===== config.mk =====
export PLATFORM = sky130hd
export DESIGN_NAME = wb_sram32_ctrl_flat
export DESIGN_NICKNAME = d
export VERILOG_FILES = /design/src/rtl/wb_sram32_ctrl_if.sv /design/src/rtl/wb_sram32_ctrl.sv /design/src/flat_wrapper.sv
export SDC_FILE = /design/constraint.sdc
export NUM_CORES = 1
export LEC_CHECK = 0
export ABC_AREA = 1
export CORE_MARGIN = 1
export CORE_UTILIZATION = 38
export CTS_CLUSTER_DIAMETER = 200
export CTS_CLUSTER_SIZE = 14
export DETAILED_ROUTE_END_ITERATION = 12
export PLACE_DENSITY = 0.75
export RECOVER_POWER = 25
export SYNTH_ARGS = -nofsm -noshare
export SYNTH_HDL_FRONTEND = slang
export SYNTH_SLANG_ARGS = --single-unit
export TNS_END_PERCENT = 1

===== constraint.sdc =====
create_clock -name clk_50mhz -period 1.4 [get_ports clk_50mhz]
set_clock_uncertainty 0.05 [all_clocks]
set_input_delay 0.28 -clock clk_50mhz [delete_from_list [all_inputs] [get_ports clk_50mhz]]
set_output_delay 0.28 -clock clk_50mhz [all_outputs]
set_load 0.01 [all_outputs]

===== src/rtl/wb_sram32_ctrl_if.sv =====
// Bus bundle between a Wishbone classic master and the SRAM controller,
// including the SRAM pad-side signals the controller drives.
interface wb_sram32_ctrl_if #(
    parameter int ADDR_W = 18
);
    logic              wb_cyc_i;
    logic              wb_stb_i;
    logic              wb_we_i;
    logic [ADDR_W+1:0] wb_adr_i;
    logic [3:0]        wb_sel_i;
    logic [31:0]       wb_dat_i;
    logic [31:0]       wb_dat_o;
    logic              wb_ack_o;
    logic [31:0]       sram_dat_i;
    logic [31:0]       sram_dat_o;
    logic [ADDR_W-1:0] sram_addr_o;
    logic [3:0]        sram_bsel_o;
    logic              sram_cs_o;
    logic              sram_oe_o;
    logic              sram_we_o;

    modport slave (
        input  wb_cyc_i, wb_stb_i, wb_we_i, wb_adr_i, wb_sel_i, wb_dat_i, sram_dat_i,
        output wb_dat_o, wb_ack_o, sram_dat_o, sram_addr_o, sram_bsel_o,
               sram_cs_o, sram_oe_o, sram_we_o
    );

    modport master (
        output wb_cyc_i, wb_stb_i, wb_we_i, wb_adr_i, wb_sel_i, wb_dat_i, sram_dat_i,
        input  wb_dat_o, wb_ack_o, sram_dat_o, sram_addr_o, sram_bsel_o,
               sram_cs_o, sram_oe_o, sram_we_o
    );
endinterface


===== src/rtl/wb_sram32_ctrl.sv =====
// Wishbone classic slave driving an asynchronous 32-bit SRAM (two 16-bit parts).
// Every output is a flop; the next-state logic also computes next strobe values
// so the registered strobes line up with the registered state.
//
// state    | meaning
// ---------+--------------------------------------------------------------
// IDLE     | no access, waiting for cyc&stb
// READ     | cs+oe asserted RD_WAIT cycles, data captured on last edge
// RACK     | strobes low, read ack
// WSETUP   | cs asserted, addr/bsel/data settle before we
// WRITE    | we asserted WR_WAIT cycles
// WHOLD    | we low, cs held, write ack
// ACK      | zero-byte-select request, ack without touching the SRAM
// TURN     | bus turnaround, last cycle may accept the next request
module wb_sram32_ctrl #(
    parameter int ADDR_W  = 18,
    parameter int RD_WAIT = 1,
    parameter int WR_WAIT = 1,
    parameter int TURN    = 1
) (
    input  logic                   clk_50mhz,
    input  logic                   reset_n,
    wb_sram32_ctrl_if.slave        bus
);

    typedef enum logic [2:0] {
        ST_IDLE, ST_READ, ST_RACK, ST_WSETUP, ST_WRITE, ST_WHOLD, ST_ACK, ST_TURN
    } state_t;

    state_t     state, state_nxt;
    logic [3:0] cnt, cnt_nxt;
    logic       live, live_nxt;
    logic       req, accept, capture;
    logic       cs_nxt, oe_nxt, we_nxt, ack_nxt;
    logic [31:0] lane_mask;

    assign req = bus.wb_cyc_i & bus.wb_stb_i & ~bus.wb_ack_o;
    assign lane_mask = {{8{bus.sram_bsel_o[3]}}, {8{bus.sram_bsel_o[2]}},
                        {8{bus.sram_bsel_o[1]}}, {8{bus.sram_bsel_o[0]}}};

    // Next state, counter, ack qualifier and next strobe values.
    always_comb begin
        state_nxt = state;
        cnt_nxt   = cnt;
        accept    = 1'b0;
        capture   = 1'b0;
        case (state)
            ST_IDLE: accept = req;
            ST_READ: begin
                if (cnt == 4'd0) begin
                    state_nxt = ST_RACK;
                    capture   = 1'b1;
                end else begin
                    cnt_nxt = cnt - 4'd1;
                end
            end
            ST_RACK, ST_WHOLD, ST_ACK: begin
                if (TURN == 0) begin
                    state_nxt = ST_IDLE;
                end else begin
                    state_nxt = ST_TURN;
                    cnt_nxt   = 4'(TURN - 1);
                end
            end
            ST_WSETUP: begin
                state_nxt = ST_WRITE;
                cnt_nxt   = 4'(WR_WAIT - 1);
            end
            ST_WRITE: begin
                if (cnt == 4'd0) state_nxt = ST_WHOLD;
                else             cnt_nxt   = cnt - 4'd1;
            end
            ST_TURN: begin
                if (cnt == 4'd0) begin
                    state_nxt = ST_IDLE;
                    accept    = req;
                end else begin
                    cnt_nxt = cnt - 4'd1;
                end
            end
            default: state_nxt = ST_IDLE;
        endcase

        if (accept) begin
            if (bus.wb_sel_i == 4'd0) begin
                state_nxt = ST_ACK;
            end else if (bus.wb_we_i) begin
                state_nxt = ST_WSETUP;
            end else begin
                state_nxt = ST_READ;
                cnt_nxt   = 4'(RD_WAIT - 1);
            end
        end

        // A master that drops cyc at any point forfeits the ack; the SRAM
        // sequence still runs to completion so no write pulse is cut short.
        live_nxt = accept | (live & bus.wb_cyc_i);

        cs_nxt  = (state_nxt == ST_READ) || (state_nxt == ST_WSETUP) ||
                  (state_nxt == ST_WRITE) || (state_nxt == ST_WHOLD);
        oe_nxt  = (state_nxt == ST_READ);
        we_nxt  = (state_nxt == ST_WRITE);
        ack_nxt = live_nxt && ((state_nxt == ST_RACK) || (state_nxt == ST_WHOLD) ||
                               (state_nxt == ST_ACK));
    end

    // State register plus registered strobes, latched request and read data.
    always_ff @(posedge clk_50mhz or negedge reset_n) begin
        if (!reset_n) begin
            state           <= ST_IDLE;
            cnt             <= 4'd0;
            live            <= 1'b0;
            bus.sram_cs_o   <= 1'b0;
            bus.sram_oe_o   <= 1'b0;
            bus.sram_we_o   <= 1'b0;
            bus.wb_ack_o    <= 1'b0;
            bus.sram_addr_o <= '0;
            bus.sram_bsel_o <= 4'd0;
            bus.sram_dat_o  <= 32'd0;
            bus.wb_dat_o    <= 32'd0;
        end else begin
            state         <= state_nxt;
            cnt           <= cnt_nxt;
            live          <= live_nxt;
            bus.sram_cs_o <= cs_nxt;
            bus.sram_oe_o <= oe_nxt;
            bus.sram_we_o <= we_nxt;
            bus.wb_ack_o  <= ack_nxt;
            if (accept) begin
                bus.sram_addr_o <= bus.wb_adr_i[ADDR_W+1:2];
                bus.sram_bsel_o <= bus.wb_sel_i;
                bus.sram_dat_o  <= bus.wb_dat_i;
                bus.wb_dat_o    <= 32'd0;
            end
            if (capture) begin
                bus.wb_dat_o <= bus.sram_dat_i & lane_mask;
            end
        end
    end

endmodule


===== src/flat_wrapper.sv =====
// flat-port wrapper written by rule: the top's interface ports become plain ports
module wb_sram32_ctrl_flat 
#(
    parameter int ADDR_W  = 18,
    parameter int RD_WAIT = 1,
    parameter int WR_WAIT = 1,
    parameter int TURN    = 1
)
  (clk_50mhz, reset_n, bus_wb_cyc_i, bus_wb_stb_i, bus_wb_we_i, bus_wb_adr_i, bus_wb_sel_i, bus_wb_dat_i, bus_sram_dat_i, bus_wb_dat_o, bus_wb_ack_o, bus_sram_dat_o, bus_sram_addr_o, bus_sram_bsel_o, bus_sram_cs_o, bus_sram_oe_o, bus_sram_we_o);
  wb_sram32_ctrl_if #(.ADDR_W(ADDR_W)) bus_i ();
  input  logic clk_50mhz;
  input  logic reset_n;
  input wire logic [$bits(bus_i.wb_cyc_i)-1:0] bus_wb_cyc_i;
  input wire logic [$bits(bus_i.wb_stb_i)-1:0] bus_wb_stb_i;
  input wire logic [$bits(bus_i.wb_we_i)-1:0] bus_wb_we_i;
  input wire logic [$bits(bus_i.wb_adr_i)-1:0] bus_wb_adr_i;
  input wire logic [$bits(bus_i.wb_sel_i)-1:0] bus_wb_sel_i;
  input wire logic [$bits(bus_i.wb_dat_i)-1:0] bus_wb_dat_i;
  input wire logic [$bits(bus_i.sram_dat_i)-1:0] bus_sram_dat_i;
  output wire logic [$bits(bus_i.wb_dat_o)-1:0] bus_wb_dat_o;
  output wire logic [$bits(bus_i.wb_ack_o)-1:0] bus_wb_ack_o;
  output wire logic [$bits(bus_i.sram_dat_o)-1:0] bus_sram_dat_o;
  output wire logic [$bits(bus_i.sram_addr_o)-1:0] bus_sram_addr_o;
  output wire logic [$bits(bus_i.sram_bsel_o)-1:0] bus_sram_bsel_o;
  output wire logic [$bits(bus_i.sram_cs_o)-1:0] bus_sram_cs_o;
  output wire logic [$bits(bus_i.sram_oe_o)-1:0] bus_sram_oe_o;
  output wire logic [$bits(bus_i.sram_we_o)-1:0] bus_sram_we_o;
  assign bus_i.wb_cyc_i = bus_wb_cyc_i;
  assign bus_i.wb_stb_i = bus_wb_stb_i;
  assign bus_i.wb_we_i = bus_wb_we_i;
  assign bus_i.wb_adr_i = bus_wb_adr_i;
  assign bus_i.wb_sel_i = bus_wb_sel_i;
  assign bus_i.wb_dat_i = bus_wb_dat_i;
  assign bus_i.sram_dat_i = bus_sram_dat_i;
  assign bus_wb_dat_o = bus_i.wb_dat_o;
  assign bus_wb_ack_o = bus_i.wb_ack_o;
  assign bus_sram_dat_o = bus_i.sram_dat_o;
  assign bus_sram_addr_o = bus_i.sram_addr_o;
  assign bus_sram_bsel_o = bus_i.sram_bsel_o;
  assign bus_sram_cs_o = bus_i.sram_cs_o;
  assign bus_sram_oe_o = bus_i.sram_oe_o;
  assign bus_sram_we_o = bus_i.sram_we_o;
  wb_sram32_ctrl #(.ADDR_W(ADDR_W), .RD_WAIT(RD_WAIT), .WR_WAIT(WR_WAIT), .TURN(TURN)) u_core (.clk_50mhz(clk_50mhz), .reset_n(reset_n), .bus(bus_i));
endmodule

==> flow_summary_export.csv, run 1 <==
group,metric,value,unit
run_status,outcome,"complete, but fails checks",
run_status,violations,"setup timing",
global_route,grt.total_usage,0.195,
timing,hold_viol,0,
yosys,yosysWarningCount,0,
timing,finalCritPeriodShare,1.13,
power,power.density,1850,nW/µm²
global_route,grt_pass1_vias,3677,
finish,antenna_cells,0,
yosys,yosys-top-cells-count,"nand2_1, dfrtp_1, nand3_1",
critical_path,worst-setup-path-type,"flip-flop to flip-flop",
cts,cts.htree.levels,3,
critical_path,critPathLaunchType,"flip-flop",
yosys,synthArstFlopShare,1.00,
critical_path,worstPathArrival,1770,ps
cts,clockBufferDepth,2,
global_route,grt-ovfl-total,0,
floorplan,coreArea,10400,µm²
yosys,synth_fp_nets,561,
routing,drtIter0Drc,227,
critical_path,startpoint,"u_core.cnt[0]",
cts,clockRootBuffer,"clkbuf_8",
critical_path,cp.required,1590,ps
placement,dp_cells,788,
critical_path,ff2ff_path_depth,11,
yosys,synth_cells,467,
global_route,grt-busiest-layer,"met2",
routing,vias,3855,
global_route,grt_pass1_wl,17600,µm
routing,wirelength,11200,µm
floorplan,rows,37,
timing,rsz0062_at_grt,"yes",
finish,synthToLayoutAreaGrowth,56.8,%
timing,setup_viol,98,
timing,fmax,631,MHz
power,cellLeakagePower,0.00337,µW
critical_path,r2r-start,"u_core.cnt[0]",
yosys,synth_top_area_cell,"dfrtp_1",
yosys,syn_area_per_cell,8.83,µm²
timing,maxSlewHeadroom,0.666,
placement,gp_congestion,0.764,
yosys,ys_ff_latch,98,
timing,finalMaxSlewViolations,0,
cts,clock_sinks,98,
timing,fin_ws,-184,ps
global_route,grt_max_degree,52,
yosys,netlist.area_leader.share,0.595,
cts,path_clk_slew,90,ps
critical_path,cp-end-kind,"flip-flop",
floorplan,dieArea,11300,µm²
finish,drive_gt1_frac,0.115,
timing,fin_tns_setup,-12620,ps
yosys,synth_enable_flop_cells,0,
floorplan,io_pins,183,
yosys,synthesis.area,4120,µm²
placement,portBuffers,180,
critical_path,path_max_fanout,4,
worst_hold_path,hold_class,"input port to async pin",
routing,first_pass_iters,4,
yosys,yosysMostFrequentCell,"nand2_1",
global_route,antenna_found_initial,1,
yosys,synthFlopType,"dfrtp_1",
floorplan,start_util,0.396,
yosys,netlist-cell-type-count,28,
finish,final.fill_count,942,
routing,drc,0,
finish,finalNonFillerCells,808,
routing,route.antenna.remaining_nets,0,
flow_run,maxCapViolCount,0,
yosys,ys_seq_area_frac,0.595,
placement,dpl.hpwl,7850,µm
floorplan,die-width,106,µm
routing,routed_via_density,4.77,
global_route,met2_usage,0.306,
cts,clock_latency,350,ps
yosys,synth.area.top_cells,"dfrtp_1, nand2_1, nand3_1",
cts,cts_buffers,9,
cts,cts_tree,"done",
finish,finish.instance_area,6460,µm²
timing,worst_slew_pin_slew,501,ps
floorplan,fp.dieH,106,µm
finish,finalNetCount,763,
global_route,use_met3,0.0503,
placement,placed_area,6250,µm²
global_route,globalRouteMet1Util,0.259,
power,ir_drop,923,µV
routing,avgRoutedWirePerCell,13.9,µm
timing,period_needed,1580,ps
==> path summary, 6_finish.rpt <==
check                      slack (ps)                   endpoint
min in group clk_50mhz            400  u_core.bus.sram_dat_o[25]
min reg2reg                       430  u_core.bus.sram_dat_o[24]
max in group asynchronous         200  u_core.bus.sram_dat_o[23]
max                              -180        u_core.bus.wb_ack_o
max reg2reg                      -180        u_core.bus.wb_ack_o
min                               350    u_core.bus.wb_dat_o[21]
==> placed cells by master (no fill, tap or decap), drive strengths merged <==
master | netlist | routed
clkinvlp | 0 | 3
clkbuf | 3 | 12
nor3 | 1 | 1
a21oi | 2 | 2
nand3b | 1 | 1
clkdlybuf4s15 | 0 | 2
clkinv | 0 | 1
nor2 | 18 | 18
dlygate4sd2 | 0 | 88
o21a | 2 | 2
a31oi | 1 | 1
o21ai | 38 | 38
dlygate4sd3 | 0 | 1
nand3 | 40 | 40
ha | 1 | 1
inv | 18 | 18
nand4 | 2 | 2
nand2 | 214 | 214
bufinv | 0 | 1
clkdlybuf4s50 | 0 | 89
buf | 25 | 36
o22ai | 1 | 1
dfrtp | 98 | 98
xor2 | 2 | 2
==> flip-flops by register name, summed over array words and instances (netlist names), 3 cells and up <==
signal and cells:
u_core.bus.sram_addr_o 18, u_core.bus.wb_dat_o 32, u_core.state 3, u_core.bus.sram_dat_o 32
u_core.bus.sram_bsel_o 4, u_core.cnt 4
==> power by group <==
group	internal (µW)	switching (µW)
Clock	804	938
Combinational	2550	2910
Sequential	4060	674
==> worst max-delay path, cell delays in order, from the launching register on <==
cell and delay [ps]:
dfrtp_1 390, inv_2 80, ha_4 150, nand3_4 100, nand2_4 130, inv_4 60, nor2_8 190, nand2_4 100
nand2_4 70, nand2_1 50, nand2_1 50, nor2_1 40
==> cells by family after synthesis <==
kind of cell / share of synthesized area
buffers and inverters: 0.0610
flip-flops: 0.595
AO/OA/AOI/OAI: 0.0553
adder cells (fa/ha/maj): 0.00304
XOR/XNOR: 0.00425
AND/OR/NAND/NOR: 0.281
==> metal layers <==
metal / up-vias / routed length (µm)
li1: 1872 / -
met1: 1802 / 4910
met2: 158 / 5190
met3: 21 / 900
met4: 2 / 199
met5: - / 13
==> layout make-up <==
class,count,area [µm²],area share
clock buffer,9,124,0.0192
clock inverter,5,57.6,0.00890
inverter,18,70.1,0.0108
multi-input combinational,323,1500,0.232
sequential,98,2450,0.379
tap,136,170,0.0263
timing repair buffer,219,2090,0.323
==> metrics by stage <==
stage / total power [µW] / utilization / setup WS (ps) / hold slack (ps)
after CTS: 11900 / 0.610 / -174 / 224
final: 11900 / 0.621 / -184 / 354
after global routing: 12800 / 0.621 / -266 / 378
after floorplan: 7520 / - / -37.9 / -65.6
after global placement: 10800 / 0.600 / -333 / 62.2
after detailed placement: 11000 / 0.600 / -349 / 63.9
==> what timing repair did <==
item / in CTS / in global routing
resized for setup: 96 / 9
hold endpoints to repair: 98 / 0
setup endpoints to repair: 187 / 125
hold buffers: 1 / 0
setup buffers: 0 / 3
pin swaps: 1 / 8
cloned: 0 / 2
Power figures use the tool's default switching activity.
==> run 2: changes to the inputs <==
--- a/config.mk
+++ b/config.mk
@@ -7,12 +7,13 @@
 export LEC_CHECK = 0
 export ABC_AREA = 1
 export CORE_MARGIN = 1
-export CORE_UTILIZATION = 38
+export CORE_UTILIZATION = 42
 export CTS_CLUSTER_DIAMETER = 200
 export CTS_CLUSTER_SIZE = 14
 export DETAILED_ROUTE_END_ITERATION = 12
-export PLACE_DENSITY = 0.75
+export PLACE_DENSITY = 0.78
 export RECOVER_POWER = 25
+export SETUP_SLACK_MARGIN = 0.4
 export SYNTH_ARGS = -nofsm -noshare
 export SYNTH_HDL_FRONTEND = slang
 export SYNTH_SLANG_ARGS = --single-unit
==> constraint.sdc (replaced) <==
create_clock -name clk_50mhz -period 1.8 [get_ports clk_50mhz]
set_clock_uncertainty 0.05 [all_clocks]
set_input_delay 0.36 -clock clk_50mhz [delete_from_list [all_inputs] [get_ports clk_50mhz]]
set_output_delay 0.36 -clock clk_50mhz [all_outputs]
set_load 0.01 [all_outputs]
==> run 2 against run 1 <==
The flow now finishes without violations; worst hold slack about the same; clock power down 12%; wire length up 3.0%; die area down 9.4%; cell count down 1.9%; power down 20%; register-to-register slack better by 380 ps; non-clock buffer count down 9; flip-flop and latch count unchanged; via count down 1.5%; global-route usage up 2.7 points.
==> flow_summary_export.csv, run 2 (same netlist as run 1, synthesis figures left out) <==
group,metric,value,unit
cts,clockRootBuffer,"clkbuf_8",
global_route,antenna_found_initial,0,
power,power.density,1480,nW/µm²
floorplan,coreArea,9370,µm²
timing,worst_slew_pin_slew,574,ps
cts,cts_tree,"done",
finish,finalNonFillerCells,793,
routing,avgRoutedWirePerCell,14.6,µm
floorplan,rows,35,
timing,period_needed,1610,ps
critical_path,crit_cells,10,
cts,path_clk_slew,90,ps
routing,drc,0,
critical_path,worstPathCellList,"inv_2 -> ha_4 -> nand3_4 -> nand2_4 -> nand3_4 -> buf_12 -> nor2_4 -> nor2_4 -> a21oi_2 -> nor2_1",
finish,antenna_cells,0,
placement,dp_cells,763,
critical_path,path_delay_family,"simple AND/OR/NAND/NOR gates",
floorplan,start_util,0.440,
timing,rsz0062_at_grt,"yes",
power,ir_drop,789,µV
routing,vias,3797,
finish,final_core_util,0.686,
cts,cts.htree.levels,3,
global_route,grt-ovfl-total,0,
critical_path,worst_path_max_delay_cell,"dfrtp_1",
timing,finalCritPeriodShare,0.893,
worst_hold_path,hold_class,"input port to async pin",
floorplan,dieArea,10200,µm²
timing,fmax,622,MHz
cts,clock_latency,340,ps
critical_path,critical_path_buf_inv_count,2,
global_route,grt_max_degree,65,
routing,wirelength,11500,µm
timing,hold_viol,0,
critical_path,worstPathArrival,1790,ps
finish,top_regs,"u_core.bus.sram_dat_o: 32 flops, u_core.bus.wb_dat_o: 32 flops, u_core.bus.sram_addr_o: 18 flops",
floorplan,die-width,101,µm
critical_path,cp.required,1990,ps
global_route,grt_pass1_vias,3711,
timing,finalMaxSlewViolations,0,
cts,clockBufferDepth,2,
floorplan,fp.dieH,101,µm
placement,portBuffers,180,
finish,layout_common_cells,"nand2_1, dfrtp_1, dlygate4sd2_1, clkdlybuf4s50_1",
timing,maxSlewHeadroom,0.617,
cts,clock_sinks,98,
finish,finalNetCount,754,
global_route,grt_pass1_wl,17700,µm
global_route,grt.total_usage,0.222,
placement,gp_congestion,0.833,
finish,final_common_cell,"nand2_1",
floorplan,io_pins,183,
placement,dpl.hpwl,7840,µm
critical_path,ff2ff_path_depth,10,
finish,final.fill_count,795,
power,cellLeakagePower,0.00337,µW
routing,route.antenna.remaining_nets,0,
critical_path,critPathLaunchType,"flip-flop",
critical_path,slowest_delay,400,ps
run_status,outcome,"finished, final reports clean",
timing,setup_viol,0,
critical_path,path_max_fanout,9,
routing,drtIter0Drc,170,
critical_path,worst-setup-path-type,"flip-flop to flip-flop",
finish,drive_gt1_frac,0.108,
routing,first_pass_iters,7,
finish,synthToLayoutAreaGrowth,56.0,%
routing,routed_via_density,4.79,
critical_path,cp-end-kind,"flip-flop",
cts,cts_buffers,9,
flow_run,maxCapViolCount,0,
==> run 2: final cells by class <==
cell class	instances	area [µm²]	share of cell area
flip-flops and latches	98	2460	0.382
repair buffers	210	2040	0.317
multi-input cells	323	1490	0.232
well taps	129	161	0.0251
clock buffers	9	124	0.0193
clock inverters	6	90.1	0.0140
inverters	18	67.6	0.0105
==> run 2: metrics by stage <==
| step | power [µW] | setup TNS, ps | hold WS (ps) | cell area (µm²) | worst slack (ps) |
|---|---|---|---|---|---|
| after floorplan | 5850 | 0 | 14.4 | 4150 | 362 |
| after global placement | 8270 | -882 | 196 | 6120 | -47.1 |
| after detailed placement | 8450 | -969 | 195 | 6120 | -78.2 |
| after CTS | 9420 | 0 | 361 | 6300 | 250 |
| after global routing | 10200 | 0 | 362 | 6430 | 105 |
| final | 9510 | 0 | 354 | 6430 | 193 |
==> run 2: what timing repair did <==
| item | in CTS | in global routing |
|---|---|---|
| pin swaps | 4 | 4 |
| gates cloned | 0 | 3 |
| hold buffers | 1 | 0 |
| setup endpoints to repair | 187 | 188 |
| resized for setup | 95 | 11 |
| buffers inserted | 7 | 4 |
| endpoints found under the hold margin | 15 | 0 |
==> run 2: worst reg2reg max path, delay by kind of cell (launching register included) <==
kind | cells | cell delay (ps)
AO/OA/AOI/OAI | 1 | 120
AND/OR/NAND/NOR | 6 | 530
adder cells (fa/ha/maj) | 1 | 160
buffers and inverters | 2 | 240
flip-flops | 1 | 400
==> run 2: worst paths after layout <==
path	startpoint	end	slack [ps]
setup / recovery	u_core.cnt[0]	u_core.bus.wb_ack_o	190
hold / removal	reset_n	u_core.bus.wb_dat_o[21]	350
setup reg to reg	u_core.cnt[0]	u_core.bus.wb_ack_o	190
hold reg to reg	u_core.bus.sram_addr_o[14]	u_core.bus.sram_addr_o[14]	430
max in group asynchronous	reset_n	u_core.state[0]	470
min in group clk_50mhz	u_core.bus.sram_addr_o[14]	u_core.bus.sram_addr_o[14]	430
==> run 2: per-layer routing <==
layer  track usage  vias up  routed length [µm]
li1              -     1849                   -
met1         0.274     1771                4730
met2         0.398      162                5800
met3        0.0423       15                 869
met4        0.0613        0                 138
met5             0        -                   0
==> run 2: where the power goes <==
part | total (µW) | switching, µW | internal, µW
Sequential | 3680 | 514 | 3170
Combinational | 4300 | 2310 | 1990
Clock | 1530 | 745 | 781
